### config.mk
export PLATFORM = sky130hd
export DESIGN_NAME = ram_req_arbiter
export DESIGN_NICKNAME = d
export VERILOG_FILES = /design/src/rtl/ram_req_arbiter.sv
export SDC_FILE = /design/constraint.sdc
export NUM_CORES = 1
export LEC_CHECK = 0
export CAP_MARGIN = 10
export CORE_ASPECT_RATIO = 1.5
export CORE_UTILIZATION = 43
export CTS_CLUSTER_SIZE = 16
export DETAILED_ROUTE_END_ITERATION = 10
export GPL_ROUTABILITY_DRIVEN = 0
export PLACE_DENSITY = 0.81
export SYNTH_ARGS = -nofsm -noshare
export SYNTH_HDL_FRONTEND = slang
export SYNTH_SLANG_ARGS = --single-unit
### constraint.sdc
create_clock -name clk -period 2.8 [get_ports clk]
set_clock_uncertainty 0.15 [all_clocks]
set_input_delay 0.56 -clock clk [delete_from_list [all_inputs] [get_ports clk]]
set_output_delay 0.56 -clock clk [all_outputs]
set_load 0.005 [all_outputs]
### src/rtl/ram_req_arbiter.sv
// Startup-gated two-client PSRAM request arbiter with per-transfer watchdog (150 MHz RAM domain).
// Define RAM_ARB_BUS_PRIORITY_EN for fixed bus-port priority; otherwise round-robin.
module ram_req_arbiter #(
  parameter int unsigned ADDR_W         = 22,
  parameter int unsigned DATA_W         = 16,
  parameter int unsigned STARTUP_CYCLES = 22500,
  parameter int unsigned TIMEOUT_CYCLES = 255
) (
  input  logic              clk,
  input  logic              reset,
  input  logic              pll_lock,
  output logic              ready,
  input  logic              cpu_req,
  input  logic              cpu_we,
  input  logic [ADDR_W-1:0] cpu_addr,
  input  logic [DATA_W-1:0] cpu_wdata,
  input  logic [1:0]        cpu_be,
  output logic              cpu_ack,
  output logic              cpu_err,
  input  logic              bus_req,
  input  logic              bus_we,
  input  logic [ADDR_W-1:0] bus_addr,
  input  logic [DATA_W-1:0] bus_wdata,
  input  logic [1:0]        bus_be,
  output logic              bus_ack,
  output logic              bus_err,
  output logic [DATA_W-1:0] rdata,
  output logic              mem_start,
  output logic              mem_we,
  output logic [ADDR_W-1:0] mem_addr,
  output logic [DATA_W-1:0] mem_wdata,
  output logic [1:0]        mem_be,
  input  logic              mem_busy,
  input  logic              mem_done,
  input  logic [DATA_W-1:0] mem_rdata
);

  localparam int unsigned SC_W = $clog2(STARTUP_CYCLES + 1);
  localparam int unsigned WD_W = $clog2(TIMEOUT_CYCLES + 1);

  localparam logic [2:0] S_WAIT_LOCK = 3'd0;
  localparam logic [2:0] S_STARTUP   = 3'd1;
  localparam logic [2:0] S_IDLE      = 3'd2;
  localparam logic [2:0] S_ISSUE     = 3'd3;
  localparam logic [2:0] S_WAIT_DONE = 3'd4;
  localparam logic [2:0] S_RESPOND   = 3'd5;

  logic              lock_meta, lock_sync;
  logic [2:0]        state, state_n;
  logic [SC_W-1:0]   su_cnt, su_cnt_n;
  logic [WD_W-1:0]   wd_cnt, wd_cnt_n;
  logic              gnt_bus, gnt_bus_n;
  logic              grant_c, pick_bus;
  logic              ready_n, cpu_ack_n, cpu_err_n, bus_ack_n, bus_err_n, mem_start_n;
  logic [DATA_W-1:0] rdata_n, mem_wdata_n;
  logic [ADDR_W-1:0] mem_addr_n;
  logic              mem_we_n;
  logic [1:0]        mem_be_n;

  // Two-flop synchroniser for the raw PLL lock
  always_ff @(posedge clk) begin
    if (reset) begin
      lock_meta <= 1'b0;
      lock_sync <= 1'b0;
    end else begin
      lock_meta <= pll_lock;
      lock_sync <= lock_meta;
    end
  end

  assign grant_c = (state == S_IDLE) && (cpu_req || bus_req) && !mem_busy && lock_sync;

`ifdef RAM_ARB_BUS_PRIORITY_EN
  assign pick_bus = bus_req;
`else
  logic last_bus, last_bus_n;

  // On a tie, grant the side that did not win last time
  assign pick_bus = bus_req && (!cpu_req || !last_bus);

  always_comb begin
    last_bus_n = last_bus;
    if (grant_c) last_bus_n = pick_bus;
  end

  always_ff @(posedge clk) begin
    if (reset) last_bus <= 1'b0;
    else       last_bus <= last_bus_n;
  end
`endif

  always_comb begin
    state_n     = state;
    su_cnt_n    = su_cnt;
    wd_cnt_n    = wd_cnt;
    gnt_bus_n   = gnt_bus;
    cpu_ack_n   = 1'b0;
    cpu_err_n   = 1'b0;
    bus_ack_n   = 1'b0;
    bus_err_n   = 1'b0;
    mem_start_n = 1'b0;
    rdata_n     = rdata;
    mem_we_n    = mem_we;
    mem_addr_n  = mem_addr;
    mem_wdata_n = mem_wdata;
    mem_be_n    = mem_be;
    case (state)
      S_WAIT_LOCK: begin
        su_cnt_n = '0;
        // The first cycle with lock_sync high already counts toward the startup delay
        if (lock_sync) begin
          state_n  = S_STARTUP;
          su_cnt_n = SC_W'(1);
        end
      end
      S_STARTUP: begin
        if (su_cnt >= SC_W'(STARTUP_CYCLES - 1)) state_n = S_IDLE;
        else                                     su_cnt_n = su_cnt + SC_W'(1);
      end
      S_IDLE: begin
        if (grant_c) begin
          state_n     = S_ISSUE;
          mem_start_n = 1'b1;
          gnt_bus_n   = pick_bus;
          wd_cnt_n    = '0;
          mem_we_n    = pick_bus ? bus_we    : cpu_we;
          mem_addr_n  = pick_bus ? bus_addr  : cpu_addr;
          mem_wdata_n = pick_bus ? bus_wdata : cpu_wdata;
          mem_be_n    = pick_bus ? bus_be    : cpu_be;
        end
      end
      S_ISSUE: begin
        state_n  = S_WAIT_DONE;
        wd_cnt_n = WD_W'(1);
      end
      S_WAIT_DONE: begin
        if (mem_done) begin
          state_n   = S_RESPOND;
          cpu_ack_n = !gnt_bus;
          bus_ack_n = gnt_bus;
          if (!mem_we) rdata_n = mem_rdata;
        end else if (wd_cnt >= WD_W'(TIMEOUT_CYCLES - 1)) begin
          state_n   = S_RESPOND;
          cpu_ack_n = !gnt_bus;
          bus_ack_n = gnt_bus;
          cpu_err_n = !gnt_bus;
          bus_err_n = gnt_bus;
        end else begin
          wd_cnt_n = wd_cnt + WD_W'(1);
        end
      end
      S_RESPOND: state_n = S_IDLE;
      default:   state_n = S_WAIT_LOCK;
    endcase
    // Lock loss abandons any transfer silently; the client keeps its request up
    if (!lock_sync) begin
      state_n     = S_WAIT_LOCK;
      su_cnt_n    = '0;
      cpu_ack_n   = 1'b0;
      cpu_err_n   = 1'b0;
      bus_ack_n   = 1'b0;
      bus_err_n   = 1'b0;
      mem_start_n = 1'b0;
    end
    ready_n = (state_n == S_IDLE) || (state_n == S_ISSUE) ||
              (state_n == S_WAIT_DONE) || (state_n == S_RESPOND);
  end

  always_ff @(posedge clk) begin
    if (reset) begin
      state     <= S_WAIT_LOCK;
      su_cnt    <= '0;
      wd_cnt    <= '0;
      gnt_bus   <= 1'b0;
      ready     <= 1'b0;
      cpu_ack   <= 1'b0;
      cpu_err   <= 1'b0;
      bus_ack   <= 1'b0;
      bus_err   <= 1'b0;
      mem_start <= 1'b0;
      rdata     <= '0;
      mem_we    <= 1'b0;
      mem_addr  <= '0;
      mem_wdata <= '0;
      mem_be    <= '0;
    end else begin
      state     <= state_n;
      su_cnt    <= su_cnt_n;
      wd_cnt    <= wd_cnt_n;
      gnt_bus   <= gnt_bus_n;
      ready     <= ready_n;
      cpu_ack   <= cpu_ack_n;
      cpu_err   <= cpu_err_n;
      bus_ack   <= bus_ack_n;
      bus_err   <= bus_err_n;
      mem_start <= mem_start_n;
      rdata     <= rdata_n;
      mem_we    <= mem_we_n;
      mem_addr  <= mem_addr_n;
      mem_wdata <= mem_wdata_n;
      mem_be    <= mem_be_n;
    end
  end

endmodule

# Word-level counts from Yosys, hierarchy flattened
# Cells that the tools add are included.
# totals
mem_count	0
rom_bits	0
out_inout_bits	63
mem_bits_rw	0
regBits	93
latch_bits	0
# classes
eq_ne	13
bitwise	4
n_shift	0
add_sub_neg	2
n_mux	21
reduce_logical	24
multipliers	0
magnitude_cmp	2
div_mod_pow	0
# ops
op	count
15-bit case mux with 2 select lines	1
8-bit two-way mux	3
8-bit case mux with 3 select lines	1
22-bit two-way mux	1
3-bit case mux with 6 select lines	1
16-bit two-way mux	1
15-bit by 1-bit adder with 15-bit output (second input constant)	1
15-bit greater-or-equal comparator (second input constant)	1
15-bit two-way mux	1
3-bit two-way mux	5
3-bit by 2-bit equality test with 1-bit output (second input constant)	4
3-bit equality test (second input constant)	4
8-bit by 1-bit adder with 8-bit output (second input constant)	1
8-bit greater-or-equal comparator (second input constant)	1
2-bit inequality test (second input constant)	4
1-bit two-way mux	6
3-bit OR reduction	2
1-bit logical OR	5
1-bit logical AND	4
1-bit logical NOT	4
1-bit inverter	4
2-bit AND reduction	2
4-bit AND reduction	1
4-bit OR reduction	1
7 further kinds	7

# Logic depth before layout (Yosys ltp)
# Gate-level depths: netlist of the first run.
# depth
ltp_word	11
depth_mapped	8
ltp_nobuf	7

# Least setup slack after synthesis of the first run
# Ideal clock, no wire load.
# synth_path
kind	register to register
startpoint	register wd_cnt[0]
endpoint	register wd_cnt[5]
path_buffers	0
arrival_ns	1.760
setup_ns	0.070
required_ns	2.580
path_stages_with_launch	8
slack_ns	0.821
path_cell_list	dfxtp_1 inv_1 ha_1 o21a_1 a31oi_2 a22oi_1 or4_1 a21oi_1
# synth_between
elab_chain_len	4
elab_cells_between_ends	7
cone_classes	add/sub (1); order compare (1); eq/ne (1); mux (3); reduce/logical (1)
# synth_rtl
item	line	source
from (decl)	51	logic [WD_W-1:0] wd_cnt, wd_cnt_n;
from (signal assigned)	189	wd_cnt <= wd_cnt_n;
8-bit by 1-bit adder with 8-bit output	149	wd_cnt_n = wd_cnt + WD_W'(1);
8-bit two-way mux	142	end else if (wd_cnt >= WD_W'(TIMEOUT_CYCLES - 1)) begin
8-bit two-way mux	137	if (mem_done) begin
8-bit case mux with 3 select lines	107	case (state)
# Parallel ways exist; a longest one is shown, timed or not. The select of a mux whose other input is x is not followed.
# A chain may end at the register's enable or synchronous reset.

# Final worst setup path of the first run
# Ends and elaborated chain as after synthesis.

==> metrics.md, run 1 <==
| Metric | Value |
|---|---|
| Outcome | `completed` |
| Register area share after synthesis | `46.3%` |
| Depth of the most critical reg-to-reg path | `8` |
| Total of hold buffers inserted after clock tree synthesis | `0` |
| Mean area per synthesized cell | `8.84 um^2` |
| Number of synthesized register bits | `93` |
| Final setup violating endpoints | `0` |
| Critical path start-end classification | `reg -> reg` |
| Number of global-route vias before repair | `3753` |
| CP startpoint kind | `register` |
| DR pass1 iterations | `4` |
| Post-route clock period utilization | `83.6%` |
| Top-area cell type share of the netlist area | `46.3%` |
| Hold Crit Class | `reg -> reg` |
| Clock root cell | `sky130_fd_sc_hd__clkbuf_16` |
| Port buffer count | `167` |
| Net Sw Frac | `about a fifth` |
| Number of buffer and inverter stages on the critical path | `2` |
| Floorplan die width | `81.0 um` |
| Leakage | `2.10 nW` |
| Register share of total power | `45.1%` |
| Max-Slew Margin vs Limit | `57.8%` |
| Internal power consumption | `2.38 mW` |
| Tot Pwr | `2.94 mW` |
| Highest net fanout along the worst path | `15` |
| TritonCTS Sinks | `93` |
| Total routing resource utilization after global routing | `23.2%` |
| Post-CTS repair timing setup buffer count | `0` |
| Area added between synthesis and finish | `52.7%` |
| Number of cells upsized or downsized after cts | `0` |
| # Max-Cap Violations | `0` |
| Number of pins exceeding their max-slew limit in the final report | `0` |
| CTS tree | `built` |
| Count of final hold-check violations | `0` |
| CORE AREA | `8930 um^2` |
| Worst path slowest cell | `sky130_fd_sc_hd__or4_1` |
| Final HPWL DP | `between 8000 and 9000 um` |
| CP Cell Sequence | `inv_1 -> ha_1 -> o21a_1 -> a31oi_2 -> a22oi_1 -> buf_4 -> or4_1 -> a21oi_1` |
| Net switching power of the design | `0.557 mW` |
| Combinational cell fraction of total power | `under 10%` |
| Filler Cell Count | `754` |
| DRC violations left | `0` |
| Maximum ir drop on the vdd rail | `0.330 mV` |
| Max Fclk | `about 430 MHz` |
| Sequential Area | `1860 um^2` |
| Clock network fraction of total power | `between 40% and 50%` |
| H-tree level count | `3` |
| Final instance count without filler cells | `between 700 and 800` |
| Count of standard-cell rows | `42` |
| Shortest period the worst path allows | `2.34 ns` |
| Library cell with the largest summed area after synthesis | `sky130_fd_sc_hd__dfxtp_1` |
| Number of placed cells counting well taps | `roughly 710` |
| Top library cells by usage in the layout, fill and taps aside | `sky130_fd_sc_hd__clkdlybuf4s50_1 (166), sky130_fd_sc_hd__dfxtp_1 (93), sky130_fd_sc_hd__nand2_1 (53)` |
| I/O pin total | `about 170` |
| Cell Pwr Density | `approximately 480 nW/um^2` |
| Top FF cell, synth | `sky130_fd_sc_hd__dfxtp_1` |
| Post-Route WL | `10900 um` |
| Number of buffers created by CTS | `9` |
| Cells after synthesis | `455` |
| Area occupied by multi-input gates | `between 2000 and 2500 um^2` |
| CTS clk-pin slew, worst paths | `0.06 ns` |
| Fraction of layout instances using a drive strength above 1 | `~5%` |
| Critical Path RT | `2.92 ns` |
| Worst Max-Slew Pin Slew | `approximately 0.63 ns` |
| Effective utilization at floorplan | `45.0%` |
| Gr ovfl total | `0` |
| Category of cells accounting for the largest share of critical-path delay | `compound AO/OA/AOI/OAI gates` |
| ANT cells | `0` |
| Worst EP arrival | `2.46 ns` |
| Syn Std Cell Area | `4020 um^2` |
| Most common cell after layout, fill and taps aside | `sky130_fd_sc_hd__clkdlybuf4s50_1` |
| Post-detailed-route via-to-cell ratio | `roughly 5.3` |
| Height of the die | `120 um` |
| Worst Hold Depth | `1` |
| Wire length of the first global-routing pass | `17200 um` |
| Net total in the final layout | `approximately 700` |
| Path length in cells of the critical path | `8` |
| Longest individual stage delay on the worst path | `0.47 ns` |
| Kind of capture point of the worst setup path | `register` |
| Die ar. | `9760 um^2` |
| Avg WL per Cell | `14.9 um` |
| Number of nets still failing antenna checks after routing | `0` |
| Ys Warns | `0` |
| Proportion of synthesized flip-flops having asynchronous set or reset | `0%` |
| Largest net degree at the start of global routing | `86` |
| Synth cell types | `44` |
| Number of antenna violations at the first check in global routing | `0` |
| Clock Tree Buf Depth | `2` |
| Starting DRT DRC Count | `around 150` |
| Main area contributors after synthesis | `sky130_fd_sc_hd__dfxtp_1 (46%), sky130_fd_sc_hd__mux2i_1 (10%), sky130_fd_sc_hd__a211oi_1 (7.8%), sky130_fd_sc_hd__a21oi_1 (5.0%), sky130_fd_sc_hd__nand2_1 (4.9%)` |
| Number of flops mapped to enable cells by yosys | `0` |
| Synthesized netlist net count | `563` |
| Clock insertion delay at the later pin of the skew report | `0.33 ns` |
| DR vias | `~3900` |
| RSZ-0062 raised after global routing | `no` |
| Setup Total Neg Slack | `0 ns` |
## worst reg2reg max path: stages (launching register included)
cell and delay [ns]:
sky130_fd_sc_hd__dfxtp_1 0.39, sky130_fd_sc_hd__inv_1 0.08, sky130_fd_sc_hd__ha_1 0.20, sky130_fd_sc_hd__o21a_1 0.20, sky130_fd_sc_hd__a31oi_2 0.28, sky130_fd_sc_hd__a22oi_1 0.15, sky130_fd_sc_hd__buf_4 0.22, sky130_fd_sc_hd__or4_1 0.47
sky130_fd_sc_hd__a21oi_1 0.15
## power by group through the flow
stage | registers (mW) | logic, mW | clock network [mW]
5_1_grt | 1.33 | 0.253 | 1.47
3_3_place_gp | 1.36 | 0.236 | 0
2_1_floorplan | 1.36 | 0.0731 | 0
4_1_cts | 1.33 | 0.239 | 1.40
6_report | 1.33 | 0.237 | 1.38
3_5_place_dp | 1.36 | 0.239 | 0
## final cells by class
class	instances	area share [%]
clock inverter	4	1.55
sequential	93	30.3
tap	110	2.24
inverter	8	0.489
timing repair buffer	174	28.4
clock buffer	12	4.01
multi-input combinational	327	33.0
## logic make-up (layout without fill, tap and decap cells)
kind of cell    count (synthesis)  count (layout)  share of synthesized area [%]
simple gates                  165             165                           19.9
compound gates                116             116                           18.5
flops                          93              93                           46.3
mux                            42              42                           10.4
buf+inv                        35             198                           3.73
fa+ha+maj                       3               3                          0.933
xor+xnor                        1               1                          0.218
## per-stage QoR
stage               utilization [%]  cell area [um^2]  setup slack [ns]  hold WS [ns]
floorplan                         -              4020             0.821         0.264
global placement               65.0              5800             0.248         0.272
detailed placement             65.0              5800             0.170         0.289
CTS                            68.8              6140             0.442         0.299
global route                   68.8              6140             0.319         0.323
finish                         68.8              6140             0.458         0.293
## final timing paths
path | from | slack, ns | endpoint
hold / removal | lock_meta | 0.29 | lock_sync
setup reg to reg | wd_cnt[0] | 0.46 | wd_cnt[5]
hold reg to reg | lock_meta | 0.29 | lock_sync
setup / recovery | wd_cnt[0] | 0.46 | wd_cnt[5]
## synthesized netlist by cell type, drive strengths merged (2+ instances only)
cell type	number
nor2b	6
nand2b	5
a31oi	2
inv	8
o21ai	15
clkbuf	12
nand3	8
buf	15
nor4	3
or3	12
a21o	2
or2	3
and4	2
o31ai	3
a211oi	42
a21oi	40
or4	4
nor2	51
a211o	3
and2	3
mux2i	42
o21a	3
ha	3
nor3	6
dfxtp	93
nand2	53
nand4	5
## state kept, by name, summed over array words and instances (netlist names)
register and cells:
gnt_bus 1, su_cnt 15, mem_wdata 16, bus_err 1
mem_addr 22, lock_meta 1, last_bus 1, state 3
mem_be 2, mem_we 1, bus_ack 1, cpu_ack 1
mem_start 1, cpu_err 1, ready 1, rdata 16
lock_sync 1, wd_cnt 8
## routing by layer
metal / up-vias / wire [um] / track usage [%] / share of wire, %
met5: - / 0 / 0 / 0
met4: 0 / 302 / 10.5 / 2.8
met3: 19 / 921 / 8.38 / 8.5
met2: 139 / 5770 / 42.2 / 53
met1: 1776 / 3880 / 22.7 / 36
li1: 1949 / - / - / -
Power figures use the tool's default switching activity.
==> run 2: changes to the inputs <==
--- a/config.mk
+++ b/config.mk
@@ -7,11 +7,11 @@
 export LEC_CHECK = 0
 export CAP_MARGIN = 10
 export CORE_ASPECT_RATIO = 1.5
-export CORE_UTILIZATION = 43
+export CORE_UTILIZATION = 39
 export CTS_CLUSTER_SIZE = 16
 export DETAILED_ROUTE_END_ITERATION = 10
 export GPL_ROUTABILITY_DRIVEN = 0
-export PLACE_DENSITY = 0.81
+export PLACE_DENSITY = 0.77
 export SYNTH_ARGS = -nofsm -noshare
 export SYNTH_HDL_FRONTEND = slang
 export SYNTH_SLANG_ARGS = --single-unit
==> constraint.sdc (replaced) <==
create_clock -name clk -period 2.1 [get_ports clk]
set_clock_uncertainty 0.15 [all_clocks]
set_input_delay 0.42 -clock clk [delete_from_list [all_inputs] [get_ports clk]]
set_output_delay 0.42 -clock clk [all_outputs]
set_load 0.005 [all_outputs]
==> run 2 against run 1 <==
  * The run now ends with DRC left
  * Flip-flop and latch count did not move
  * Largest power group is now registers
  * Power rose by 24%
  * Critical endpoint unchanged
  * Via count rose by 4.5%
  * Die area rose by 10%
  * Worst setup slack got worse by 0.42 ns
  * Largest cell class unchanged
  * First-iteration DRC count rose by 14%
  * Clock-buffer cell count fell by 1
  * Critical path type is now in -> reg
  * Sequential power rose by 33%
  * Final cell count rose by 5.6%
  * Sequential share of layout area fell by 1.3 points
  * Critical path depth fell by 1
  * Clock power rose by 11%
==> metrics.md, run 2 (same netlist as run 1, synthesis figures left out) <==
| Metric | Value |
|---|---|
| Outcome | `complete, but fails checks` |
| Violations in the final reports | `DRC` |
| Floorplan die width | `~85 um` |
| Kind of capture point of the worst setup path | `register` |
| Post-route clock period utilization | `98.4%` |
| Critical Path RT | `2.23 ns` |
| Worst setup margin | `0.0340 ns` |
| CTS tree | `built` |
| CORE AREA | `roughly 10000 um^2` |
| Clock Tree Buf Depth | `2` |
| I/O pin total | `168` |
| ANT cells | `0` |
| Capture instance of the worst register-to-register path | `wd_cnt[5]` |
| RSZ-0062 raised after global routing | `yes` |
| Number of buffers created by CTS | `9` |
| Avg WL per Cell | `~15 um` |
| Post-Route WL | `approximately 11000 um` |
| Register bank with the most flops | `mem_addr` |
| Total of hold buffers inserted after clock tree synthesis | `0` |
| Number of pins exceeding their max-slew limit in the final report | `0` |
| DRC violations left | `3` |
| Starting DRT DRC Count | `~170` |
| Number of antenna violations at the first check in global routing | `0` |
| CP Cell Sequence | `clkdlybuf4s50_1 -> nor2_1 -> o21ai_0 -> a22oi_1 -> buf_4 -> or4_4 -> a21oi_2` |
| Maximum ir drop on the vdd rail | `between 0.4 and 0.5 mV` |
| Count of final hold-check violations | `0` |
| Largest net degree at the start of global routing | `52` |
| Number of global-route vias before repair | `3915` |
| Height of the die | `126 um` |
| TritonCTS Sinks | `93` |
| Wire length of the first global-routing pass | `17900 um` |
| H-tree level count | `3` |
| Critical R2R Launch | `wd_cnt[0]` |
| Port buffer count | `167` |
| CP endpoint | `wd_cnt[5]` |
| Final hold slack | `between 0.2 and 0.3 ns` |
| DR vias | `4056` |
| Max-Slew Margin vs Limit | `72.8%` |
| Hold Crit Class | `reg -> reg` |
| Tot Pwr | `around 3.6 mW` |
| Worst Max-Slew Pin Slew | `between 0.4 and 0.5 ns` |
| Worst EP arrival | `2.19 ns` |
| Setup Total Neg Slack | `0 ns` |
| Critical Path Start | `bus_req` |
| Final setup violating endpoints | `0` |
| CTS clk-pin slew, worst paths | `0.07 ns` |
| Filler Cell Count | `between 800 and 900` |
| Highest net fanout along the worst path | `13` |
| Shortest period the worst path allows | `2.07 ns` |
| Worst path slowest cell | `sky130_fd_sc_hd__clkdlybuf4s50_1` |
| Leakage | `2.24 nW` |
| # Max-Cap Violations | `0` |
| Die ar. | `about 11000 um^2` |
| Max Fclk | `about 480 MHz` |
| Most common cell after layout, fill and taps aside | `sky130_fd_sc_hd__clkdlybuf4s50_1` |
| Post-detailed-route via-to-cell ratio | `around 5.3` |
| Clock root cell | `sky130_fd_sc_hd__clkbuf_16` |
| Area added between synthesis and finish | `59.9%` |
| Longest individual stage delay on the worst path | `0.51 ns` |
| Worst setup slack for register-to-register paths | `approximately 0.040 ns` |
| Post-Place Setup Slack | `-0.300 ns` |
| Cell Pwr Density | `approximately 570 nW/um^2` |
| Number of nets still failing antenna checks after routing | `0` |
| Final Core Density | `63.8%` |
| Largest registers | `mem_addr (22), mem_wdata (16), rdata (16)` |
| Count of standard-cell rows | `45` |
| Depth of the most critical reg-to-reg path | `8` |
| Clock insertion delay at the later pin of the skew report | `0.34 ns` |
| Effective utilization at floorplan | `39.9%` |
| Final instance count without filler cells | `769` |
| Cell area reported after detailed placement | `6030 um^2` |
| Critical path start-end classification | `in -> reg` |
| Top library cells by usage in the layout, fill and taps aside | `sky130_fd_sc_hd__clkdlybuf4s50_1 (166), sky130_fd_sc_hd__dfxtp_1 (90), sky130_fd_sc_hd__nand2_1 (53)` |
| Final HPWL DP | `8700 um` |
| Post-route cell area | `6430 um^2` |
| CP startpoint kind | `input port` |
| Number of placed cells counting well taps | `746` |
| Total routing resource utilization after global routing | `between 20% and 30%` |
| DR pass1 iterations | `8` |
| Max FFs per register | `22` |
| Gr ovfl total | `0` |
| Net total in the final layout | `around 760` |
| Fraction of layout instances using a drive strength above 1 | `12.0%` |
run 2: power by group:
part / total (mW) / switching [mW] / internal [mW] / leakage [nW]
clock: 1.53 / 0.685 / 0.849 / 0.134
combinational: 0.348 / 0.110 / 0.238 / 1.36
sequential: 1.77 / 0.00248 / 1.76 / 0.751
run 2: how the worst min path moves through the flow:
| stage | start | endpoint | slack [ns] | depth (start not counted) |
|---|---|---|---|---|
| 2_1_floorplan | lock_meta | lock_sync | 0.26 | 1 |
| 3_3_place_gp | lock_meta | lock_sync | 0.27 | 1 |
| 3_5_place_dp | lock_meta | lock_sync | 0.28 | 1 |
| 4_1_cts | lock_meta | lock_sync | 0.29 | 1 |
| 5_1_grt | lock_meta | lock_sync | 0.30 | 1 |
| 6_report | lock_meta | lock_sync | 0.29 | 1 |
run 2: worst max-delay path: cells and delay by family:
family,cells,cell delay (ns)
simple gates,2,0.58
buf+inv,2,0.70
compound gates,3,0.49
run 2: per-layer routing:
metal  track usage [%]  vias up  wire length (um)
met3              6.51       24               836
li1                  -     2019                 -
met4              7.98        0               242
met2              40.7      157              6150
met5                 0        -                 0
met1              20.7     1856              4020
run 2: repair_timing:
action	in CTS	in global routing
buffers inserted	0	7
setup endpoints to repair	0	32
resized for setup	0	16
run 2: final cells by class:
class	count	area, um^2	area share (%)
Multi-Input combinational cell	327	2090	32.5
Timing Repair Buffer	208	2010	31.3
Sequential cell	93	1870	29.0
Clock buffer	11	243	3.77
Tap cell	117	146	2.27
Clock inverter	5	43.8	0.681
Inverter	8	30.0	0.467
==> run 3: changes to the inputs <==
--- a/config.mk
+++ b/config.mk
@@ -7,6 +7,7 @@
 export LEC_CHECK = 0
 export CAP_MARGIN = 10
 export CORE_ASPECT_RATIO = 1.5
+export CORE_MARGIN = 4
 export CORE_UTILIZATION = 39
 export CTS_CLUSTER_SIZE = 16
 export DETAILED_ROUTE_END_ITERATION = 10
==> run 3 against run 2 <==
  * Sequential share of layout area rose by 0.24 points
  * The run ends with setup timing left
  * Clock-buffer cell count fell by 2
  * Fmax fell by 2.1%
  * Clock power rose by 19%
  * Die area rose by 12%
  * Power rose by 7.4%
  * Sequential power barely moved
  * Largest power group is now the clock network
  * Highest routed layer unchanged
  * Largest cell class unchanged
  * First-iteration DRC count fell by 14%
  * Via count fell by 1.9%
  * Wire length rose by 2.1%
  * Worst setup slack got worse by 0.044 ns
  * Global-route usage fell by 2.5 points
==> metrics.md, run 3 (same netlist as run 1, synthesis figures left out) <==
| Metric | Value |
|---|---|
| Largest net degree at the start of global routing | `45` |
| Violations in the final reports | `setup timing` |
| Net total in the final layout | `roughly 740` |
| Internal power consumption | `3.15 mW` |
| Avg WL per Cell | `15.2 um` |
| Register share of total power | `a little under half` |
| # Max-Cap Violations | `0` |
| Shortest period the worst path allows | `approximately 2.1 ns` |
| CTS clk-pin slew, worst paths | `0.07 ns` |
| Wire length of the first global-routing pass | `18200 um` |
| Total of hold buffers inserted after clock tree synthesis | `0` |
| Worst EP arrival | `2.23 ns` |
| Starting DRT DRC Count | `roughly 150` |
| Cell area reported after detailed placement | `5970 um^2` |
| Outcome | `complete, but fails checks` |
| Effective utilization at floorplan | `39.9%` |
| Critical Path RT | `2.22 ns` |
| Number of global-route vias before repair | `3967` |
| CTS tree | `built` |
| Count of final hold-check violations | `0` |
| I/O pin total | `168` |
| Register bank with the most flops | `mem_addr` |
| Critical path start-end classification | `reg -> reg` |
| Top library cells by usage in the layout, fill and taps aside | `sky130_fd_sc_hd__clkdlybuf4s50_1 (166), sky130_fd_sc_hd__dfxtp_1 (92), sky130_fd_sc_hd__nand2_1 (53)` |
| Number of antenna violations at the first check in global routing | `0` |
| Worst Max-Slew Pin Slew | `0.512 ns` |
| CORE AREA | `10100 um^2` |
| Most common cell after layout, fill and taps aside | `sky130_fd_sc_hd__clkdlybuf4s50_1` |
| ANT cells | `0` |
| Final instance count without filler cells | `757` |
| Combinational cell fraction of total power | `8.4%` |
| DR vias | `3977` |
| Die ar. | `12000 um^2` |
| Cell Pwr Density | `around 620 nW/um^2` |
| Floorplan die width | `roughly 90 um` |
| Number of buffers created by CTS | `9` |
| Highest net fanout along the worst path | `11` |
| Number of placed cells counting well taps | `738` |
| Kind of capture point of the worst setup path | `register` |
| Largest registers | `mem_addr (22), mem_wdata (16), rdata (16)` |
| Count of standard-cell rows | `between 40 and 50` |
| Fraction of layout instances using a drive strength above 1 | `9.69%` |
| DR pass1 iterations | `4` |
| Max-Slew Margin vs Limit | `65.5%` |
| Final setup violating endpoints | `1` |
| Post-route cell area | `~6400 um^2` |
| Clock network fraction of total power | `46.5%` |
| Area added between synthesis and finish | `58.2%` |
| Height of the die | `132 um` |
| Final hold slack | `0.304 ns` |
| H-tree level count | `3` |
| Net switching power of the design | `roughly 0.77 mW` |
| CP startpoint kind | `register` |
| RSZ-0062 raised after global routing | `yes` |
| DRC violations left | `0` |
| Number of pins exceeding their max-slew limit in the final report | `0` |
| TritonCTS Sinks | `93` |
| Clock root cell | `sky130_fd_sc_hd__clkbuf_16` |
| Hold Crit Class | `reg -> reg` |
| Setup Total Neg Slack | `-0.0101 ns` |
| Clock Tree Buf Depth | `2` |
| Port buffer count | `167` |
| Post-Route WL | `11500 um` |
| Worst setup margin | `-0.0101 ns` |
| Clock insertion delay at the later pin of the skew report | `around 0.34 ns` |
| Maximum ir drop on the vdd rail | `0.457 mV` |
| Max Fclk | `474 MHz` |
| Total routing resource utilization after global routing | `18.6%` |
| Leakage | `between 2 and 2.5 nW` |
| Post-detailed-route via-to-cell ratio | `between 5 and 6` |
| Gr ovfl total | `0` |
| Worst setup slack for register-to-register paths | `-0.01 ns` |
| Final Core Density | `63.2%` |
| Post-route clock period utilization | `100%` |
| Final HPWL DP | `between 8000 and 9000 um` |
| Number of nets still failing antenna checks after routing | `0` |
| Max FFs per register | `22` |
| Net Sw Frac | `19.7%` |
==> run 3: cell types whose count changed in the layout (fill, tap and decap cells not counted), moves of 2 or more <==
cell                        before  now
sky130_fd_sc_hd__buf_4          38   27
sky130_fd_sc_hd__bufinv_16       0    3
sky130_fd_sc_hd__dfxtp_1        90   92
sky130_fd_sc_hd__o21ai_0        14   12
sky130_fd_sc_hd__o21ai_1         0    2
==> run 3: final cells by class <==
class | count | area, um^2
clock inverter | 6 | 111
inverter | 8 | 30.0
sequential | 93 | 1860
tap | 117 | 146
timing repair buffer | 197 | 1930
fill | 852 | 3710
multi-input combinational | 327 | 2060
clock buffer | 9 | 225
==> run 3: final timing paths <==
kind                            startpoint         to  cells past startpoint
worst max-delay path             wd_cnt[0]  wd_cnt[5]                      8
worst min-delay path             rdata[10]  rdata[10]                      2
worst max register to register   wd_cnt[0]  wd_cnt[5]                      8
worst min register to register   rdata[10]  rdata[10]                      2
==> run 3: power groups by stage <==
stage          sequential (mW)  combinational (mW)  clock, mW
2_1_floorplan             1.81              0.0975          0
3_3_place_gp              1.81               0.327          0
3_5_place_dp              1.81               0.332          0
4_1_cts                   1.77               0.333       1.85
5_1_grt                   1.77               0.352       1.91
6_report                  1.77               0.330       1.82
==> run 3: timing repair <==
action                     in CTS  in global routing
gates resized for setup         0                 10
setup endpoints to repair       0                 17
setup buffers                   0                  4
==> run 3: routing by layer <==
layer / share of wire (%) / GRT usage (%) / up-vias
li1: - / - / 2000
met1: 37 / 18.5 / 1822
met2: 53 / 34.9 / 139
met3: 7.9 / 6.74 / 16
met4: 2.0 / 6.96 / 0
met5: 0 / 0 / -
==> run 3: worst max-delay path, cell delays in order, from the launching register on <==
cell and delay (ns):
sky130_fd_sc_hd__dfxtp_2 0.32, sky130_fd_sc_hd__inv_1 0.05, sky130_fd_sc_hd__ha_1 0.20, sky130_fd_sc_hd__o21a_1 0.21, sky130_fd_sc_hd__a31oi_2 0.21, sky130_fd_sc_hd__a22oi_1 0.11, sky130_fd_sc_hd__buf_4 0.18, sky130_fd_sc_hd__or4_1 0.47
sky130_fd_sc_hd__a21oi_1 0.14
==> run 3: stage by stage <==
step           worst slack (ns)  total power [mW]
2_1_floorplan             0.121              1.90
3_3_place_gp             -0.258              2.13
3_5_place_dp             -0.319              2.14
4_1_cts                 0.00249              3.95
5_1_grt                  -0.114              4.03
6_report                -0.0101              3.92
